File: config.mk
export PLATFORM = sky130hd
export DESIGN_NAME = keccak_lane_loader
export DESIGN_NICKNAME = d
export VERILOG_FILES = /design/src/rtl/keccak_lane_loader.sv
export SDC_FILE = /design/constraint.sdc
export NUM_CORES = 2
export LEC_CHECK = 0
export BUFFER_PORTS_ARGS = -buffer_cell sky130_fd_sc_hd__buf_4
export CELL_PAD_IN_SITES_DETAIL_PLACEMENT = 0
export CELL_PAD_IN_SITES_GLOBAL_PLACEMENT = 1
export CORE_AREA = 2 2 646 648
export DETAILED_ROUTE_END_ITERATION = 6
export DIE_AREA = 0 0 648 650
export PLACE_DENSITY_LB_ADDON = 0.1
export SLEW_MARGIN = 15
export SYNTH_ARGS = -nofsm -noshare
export SYNTH_HDL_FRONTEND = slang
export SYNTH_SLANG_ARGS = --single-unit
File: constraint.sdc
create_clock -name clk -period 122.6 [get_ports clk]
set_input_delay 6.13 -clock clk [delete_from_list [all_inputs] [get_ports clk]]
set_output_delay 6.13 -clock clk [all_outputs]
set_load 0.03 [all_outputs]
File: src/rtl/keccak_lane_loader.sv
// Serial-to-parallel loader: collects 25 lanes (lane 0 first) into a Keccak state
// and presents it to the Theta stage with a valid/ready handoff.
module keccak_lane_loader #(
   parameter int unsigned LANE_W = 64
) (
   input  logic              clk,
   input  logic              rst,
   input  logic              flush,
   input  logic              in_valid,
   input  logic [LANE_W-1:0] in_lane,
   output logic              in_ready,
   output logic              out_valid,
   input  logic              out_ready,
   output logic [LANE_W-1:0] out_data_0,
   output logic [LANE_W-1:0] out_data_1,
   output logic [LANE_W-1:0] out_data_2,
   output logic [LANE_W-1:0] out_data_3,
   output logic [LANE_W-1:0] out_data_4,
   output logic [LANE_W-1:0] out_data_5,
   output logic [LANE_W-1:0] out_data_6,
   output logic [LANE_W-1:0] out_data_7,
   output logic [LANE_W-1:0] out_data_8,
   output logic [LANE_W-1:0] out_data_9,
   output logic [LANE_W-1:0] out_data_10,
   output logic [LANE_W-1:0] out_data_11,
   output logic [LANE_W-1:0] out_data_12,
   output logic [LANE_W-1:0] out_data_13,
   output logic [LANE_W-1:0] out_data_14,
   output logic [LANE_W-1:0] out_data_15,
   output logic [LANE_W-1:0] out_data_16,
   output logic [LANE_W-1:0] out_data_17,
   output logic [LANE_W-1:0] out_data_18,
   output logic [LANE_W-1:0] out_data_19,
   output logic [LANE_W-1:0] out_data_20,
   output logic [LANE_W-1:0] out_data_21,
   output logic [LANE_W-1:0] out_data_22,
   output logic [LANE_W-1:0] out_data_23,
   output logic [LANE_W-1:0] out_data_24,
   output logic [4:0]        lane_cnt
);

   typedef enum logic {FILL, FULL} state_e;

   state_e            state_q, state_d;
   logic [4:0]        cnt_q, cnt_d;
   logic [LANE_W-1:0] lanes_q [25];
   logic [LANE_W-1:0] lanes_d [25];

   always_ff @(posedge clk or posedge rst) begin
      if (rst) begin
         state_q <= FILL;
         cnt_q   <= '0;
         for (int unsigned i = 0; i < 25; i++) lanes_q[i] <= '0;
      end else begin
         state_q <= state_d;
         cnt_q   <= cnt_d;
         for (int unsigned i = 0; i < 25; i++) lanes_q[i] <= lanes_d[i];
      end
   end

   always_comb begin
      state_d = state_q;
      cnt_d   = cnt_q;
      for (int unsigned i = 0; i < 25; i++) lanes_d[i] = lanes_q[i];
      if (flush) begin
         state_d = FILL;
         cnt_d   = '0;
         for (int unsigned i = 0; i < 25; i++) lanes_d[i] = '0;
      end else begin
         case (state_q)
            FILL: begin
               if (in_valid) begin
                  // Decoded write keeps every store inside lanes 0..24.
                  for (int unsigned i = 0; i < 25; i++)
                     if (cnt_q == 5'(i)) lanes_d[i] = in_lane;
                  if (cnt_q == 5'd24) begin
                     cnt_d   = '0;
                     state_d = FULL;
                  end else begin
                     cnt_d = cnt_q + 5'd1;
                  end
               end
            end
            FULL: begin
               if (out_ready) state_d = FILL;
            end
            default: state_d = FILL;
         endcase
      end
   end

   always_comb begin
      in_ready  = (state_q == FILL) && !rst;
      out_valid = (state_q == FULL);
      lane_cnt  = cnt_q;
   end

   assign out_data_0  = lanes_q[0];
   assign out_data_1  = lanes_q[1];
   assign out_data_2  = lanes_q[2];
   assign out_data_3  = lanes_q[3];
   assign out_data_4  = lanes_q[4];
   assign out_data_5  = lanes_q[5];
   assign out_data_6  = lanes_q[6];
   assign out_data_7  = lanes_q[7];
   assign out_data_8  = lanes_q[8];
   assign out_data_9  = lanes_q[9];
   assign out_data_10 = lanes_q[10];
   assign out_data_11 = lanes_q[11];
   assign out_data_12 = lanes_q[12];
   assign out_data_13 = lanes_q[13];
   assign out_data_14 = lanes_q[14];
   assign out_data_15 = lanes_q[15];
   assign out_data_16 = lanes_q[16];
   assign out_data_17 = lanes_q[17];
   assign out_data_18 = lanes_q[18];
   assign out_data_19 = lanes_q[19];
   assign out_data_20 = lanes_q[20];
   assign out_data_21 = lanes_q[21];
   assign out_data_22 = lanes_q[22];
   assign out_data_23 = lanes_q[23];
   assign out_data_24 = lanes_q[24];

endmodule

==> results.sh <==
export IMPL_place_inst=12300
export IMPL_crit_chain="buf_4, nor2_1, buf_4, buf_4"
export IMPL_outcome="complete, no violations"
export IMPL_firstDrtPassIters=4
export IMPL_nNetsFinal=7102
export IMPL_synth_nets=5578
export IMPL_power_mw=1.27
export IMPL_die_w_um=648
export IMPL_grt_usage_pct=17.5
export IMPL_startpoint="rst"
export IMPL_cts_hold_buf=0
export IMPL_synthCells=5504
export IMPL_worstSetupPathType="in2out"
export IMPL_drv_cap=0
export IMPL_num_vias=48100
export IMPL_drt_iter0_markers=2825
export IMPL_die_h_um=650
export IMPL_syn_area_um2=69600
export IMPL_grt_antenna_before_repair=20
export IMPL_rsz0062_at_grt="false"
export IMPL_max_freq_mhz=76.7
export IMPL_drive_above_1_share_pct=31.0
export IMPL_root_buffer="clkbuf_16"
export IMPL_grt_pass1_vias=50500
export IMPL_ir_drop_uv=11.5
export IMPL_row_count=237
export IMPL_final_cell_mix="buf_4 (1793), dfrtp_1 (1606), nand2b_1 (1538)"
export IMPL_final_area_um2=95000
export IMPL_slew_violations=0
export IMPL_grt_pass1_wl_um=504000
export IMPL_wl_um=382000
export IMPL_wl_per_cell_um=30.1
export IMPL_dp_hpwl_um=261000
export IMPL_ctsResizeCount=0
export IMPL_h_tree_depth=4
export IMPL_die_area_um2=421000
export IMPL_ctsLongestPathBuffers=4
export IMPL_grt_max_degree=195
export IMPL_whs_ns=0.520
export IMPL_synth_seq_cells=1606
export IMPL_cp_max_fo=2
export IMPL_nFillCells=44400
export IMPL_syn_avg_cell_area_um2=12.6
export IMPL_seq_area_frac_synth_pct=57.8
export IMPL_hp_start="out_data_15[12]"
export IMPL_fin_setup_tns_ns=0
export IMPL_ios=1676
export IMPL_viasPerCell=3.79
export IMPL_cts_sinks=1606
export IMPL_crit_required_ns=116.47
export IMPL_seq_area_um2=40200
export IMPL_startpoint_type="input port"
export IMPL_timing_final_crit_share_pct=10.6
export IMPL_final_hold_violation_count=0
export IMPL_gp_congestion=0.751
export IMPL_layout_commonest_cell="buf_4"
export IMPL_post_cts_buffers=0
export IMPL_setup_viol=0
export IMPL_drtAntennaViolNets=0
export IMPL_placed_cell_area_um2=87800
export IMPL_cts_tree="yes"
export IMPL_grt_ovfl_total=0
export IMPL_io_buffers=1675
export IMPL_p_leak_nw=52.7
export IMPL_cp_common_cell="buf_4"
export IMPL_fin_crit_ns=13.04
export IMPL_core_area_um2=415000
export IMPL_yosysUniqueCellTypes=34
export IMPL_r2r_start="lane_cnt[0]"
export IMPL_worst_pin_slew_ns=1.18
export IMPL_hold_path_class="reg2reg"
export IMPL_crit_path_max_incr_delay_ns=0.23
export IMPL_path_clk_slew_ns=0.06
export IMPL_final_cells=12700
export IMPL_cp_slowest_cell="buf_4"
export IMPL_cp_end_kind="output pin"
export IMPL_drc=0
export IMPL_clock_skew_ns=0.0563
export IMPL_yosysWarnings=0
export IMPL_critical_path_arrival_ns=6.91
export IMPL_start_util_pct=16.8
export IMPL_multi_input_area_um2=27000
export IMPL_worstSkewPairLatency_ns=0.93
export IMPL_area_delta_synth_final_pct=36.5
export IMPL_cts_buffers=216
export IMPL_slew_headroom_pct=21.5
export IMPL_p_per_area_nw_per_um2=13.4
==> final cells by class <==
| cell class | count | area share, % |
|---|---|---|
| Sequential cell | 1606 | 42.3 |
| Clock inverter | 56 | 0.705 |
| Multi-Input combinational cell | 3394 | 28.5 |
| Tap cell | 5497 | 7.24 |
| Inverter | 6 | 0.0316 |
| Antenna cell | 9 | 0.0237 |
| Timing Repair Buffer | 1804 | 14.4 |
| Clock buffer | 333 | 6.85 |
==> cells in the mapped netlist <==
cell,number,share of area (%)
dfrtp_1,1606,58
nand2b_1,1602,14
mux2i_1,1536,22
clkbuf_1,314,1.7
nand2_1,131,0.71
buf_4,82,0.88
a21oi_1,67,0.48
buf_2,53,0.38
buf_6,46,0.74
nand2_4,9,0.15
nand4_1,8,0.072
inv_1,6,0.032
ha_1,5,0.090
nand3_1,5,0.036
and4bb_2,4,0.072
nor2b_1,4,0.036
buf_12,3,0.086
nand3_2,3,0.043
or3_1,3,0.027
nand4b_1,2,0.025
o31ai_1,2,0.022
a31oi_1,1,0.0090
and2b_1,1,0.011
and3_1,1,0.0090
and3b_1,1,0.013
and4_1,1,0.013
and4_4,1,0.016
nand2_2,1,0.0090
nand3b_1,1,0.011
nor2_1,1,0.0054
nor2_4,1,0.016
nor3b_2,1,0.018
o21ai_0,1,0.0072
o311ai_0,1,0.013
==> path summary, 6_finish.rpt <==
path | end | slack, ns | cells past startpoint
worst max-delay path | in_ready | 109.56 | 4
worst min-delay path | out_data_15[12] | 0.52 | 2
worst max register to register | out_data_20[44] | 118.90 | 6
worst min register to register | out_data_15[12] | 0.52 | 2
max in group asynchronous | out_data_22[8] | 112.57 | 8
min in group asynchronous | lane_cnt[2] | 5.21 | 2
==> critical path: cells and delay by family <==
family,cells,cell delay [ns]
simple gates,1,0.19
buf+inv,3,0.57
==> metrics by stage <==
step           setup slack (ns)  util [%]
2_1_floorplan             71.15         -
3_3_place_gp             109.48      21.2
3_5_place_dp             109.45      21.2
4_1_cts                  109.45      22.9
5_1_grt                  109.47      22.9
6_report                 109.56      22.9
==> metal layers <==
metal | vias to the layer above | part of all wire, % | GRT usage [%]
met4 | 0 | 3.6 | 5.74
met1 | 25300 | 37 | 19.2
li1 | 21200 | - | -
met2 | 1281 | 53 | 32.3
met3 | 400 | 6.3 | 4.79
met5 | - | 0 | 0
==> kinds of logic after synthesis <==
logic type               share of synthesized area [%]
AO/OA/AOI/OAI                                    0.532
flip-flops                                        57.8
adder cells (fa/ha/maj)                         0.0899
buffers and inverters                             3.82
multiplexers                                      22.1
AND/OR/NAND/NOR                                   15.7
==> where the power goes <==
| group | internal, mW | total [mW] | leakage (nW) | switching [mW] |
|---|---|---|---|---|
| Sequential | 0.534 | 0.536 | 22.4 | 0.00208 |
| Clock | 0.385 | 0.656 | 3.55 | 0.271 |
| Combinational | 0.0211 | 0.0792 | 26.8 | 0.0581 |
No activity file was read; power rests on OpenSTA's default activity.
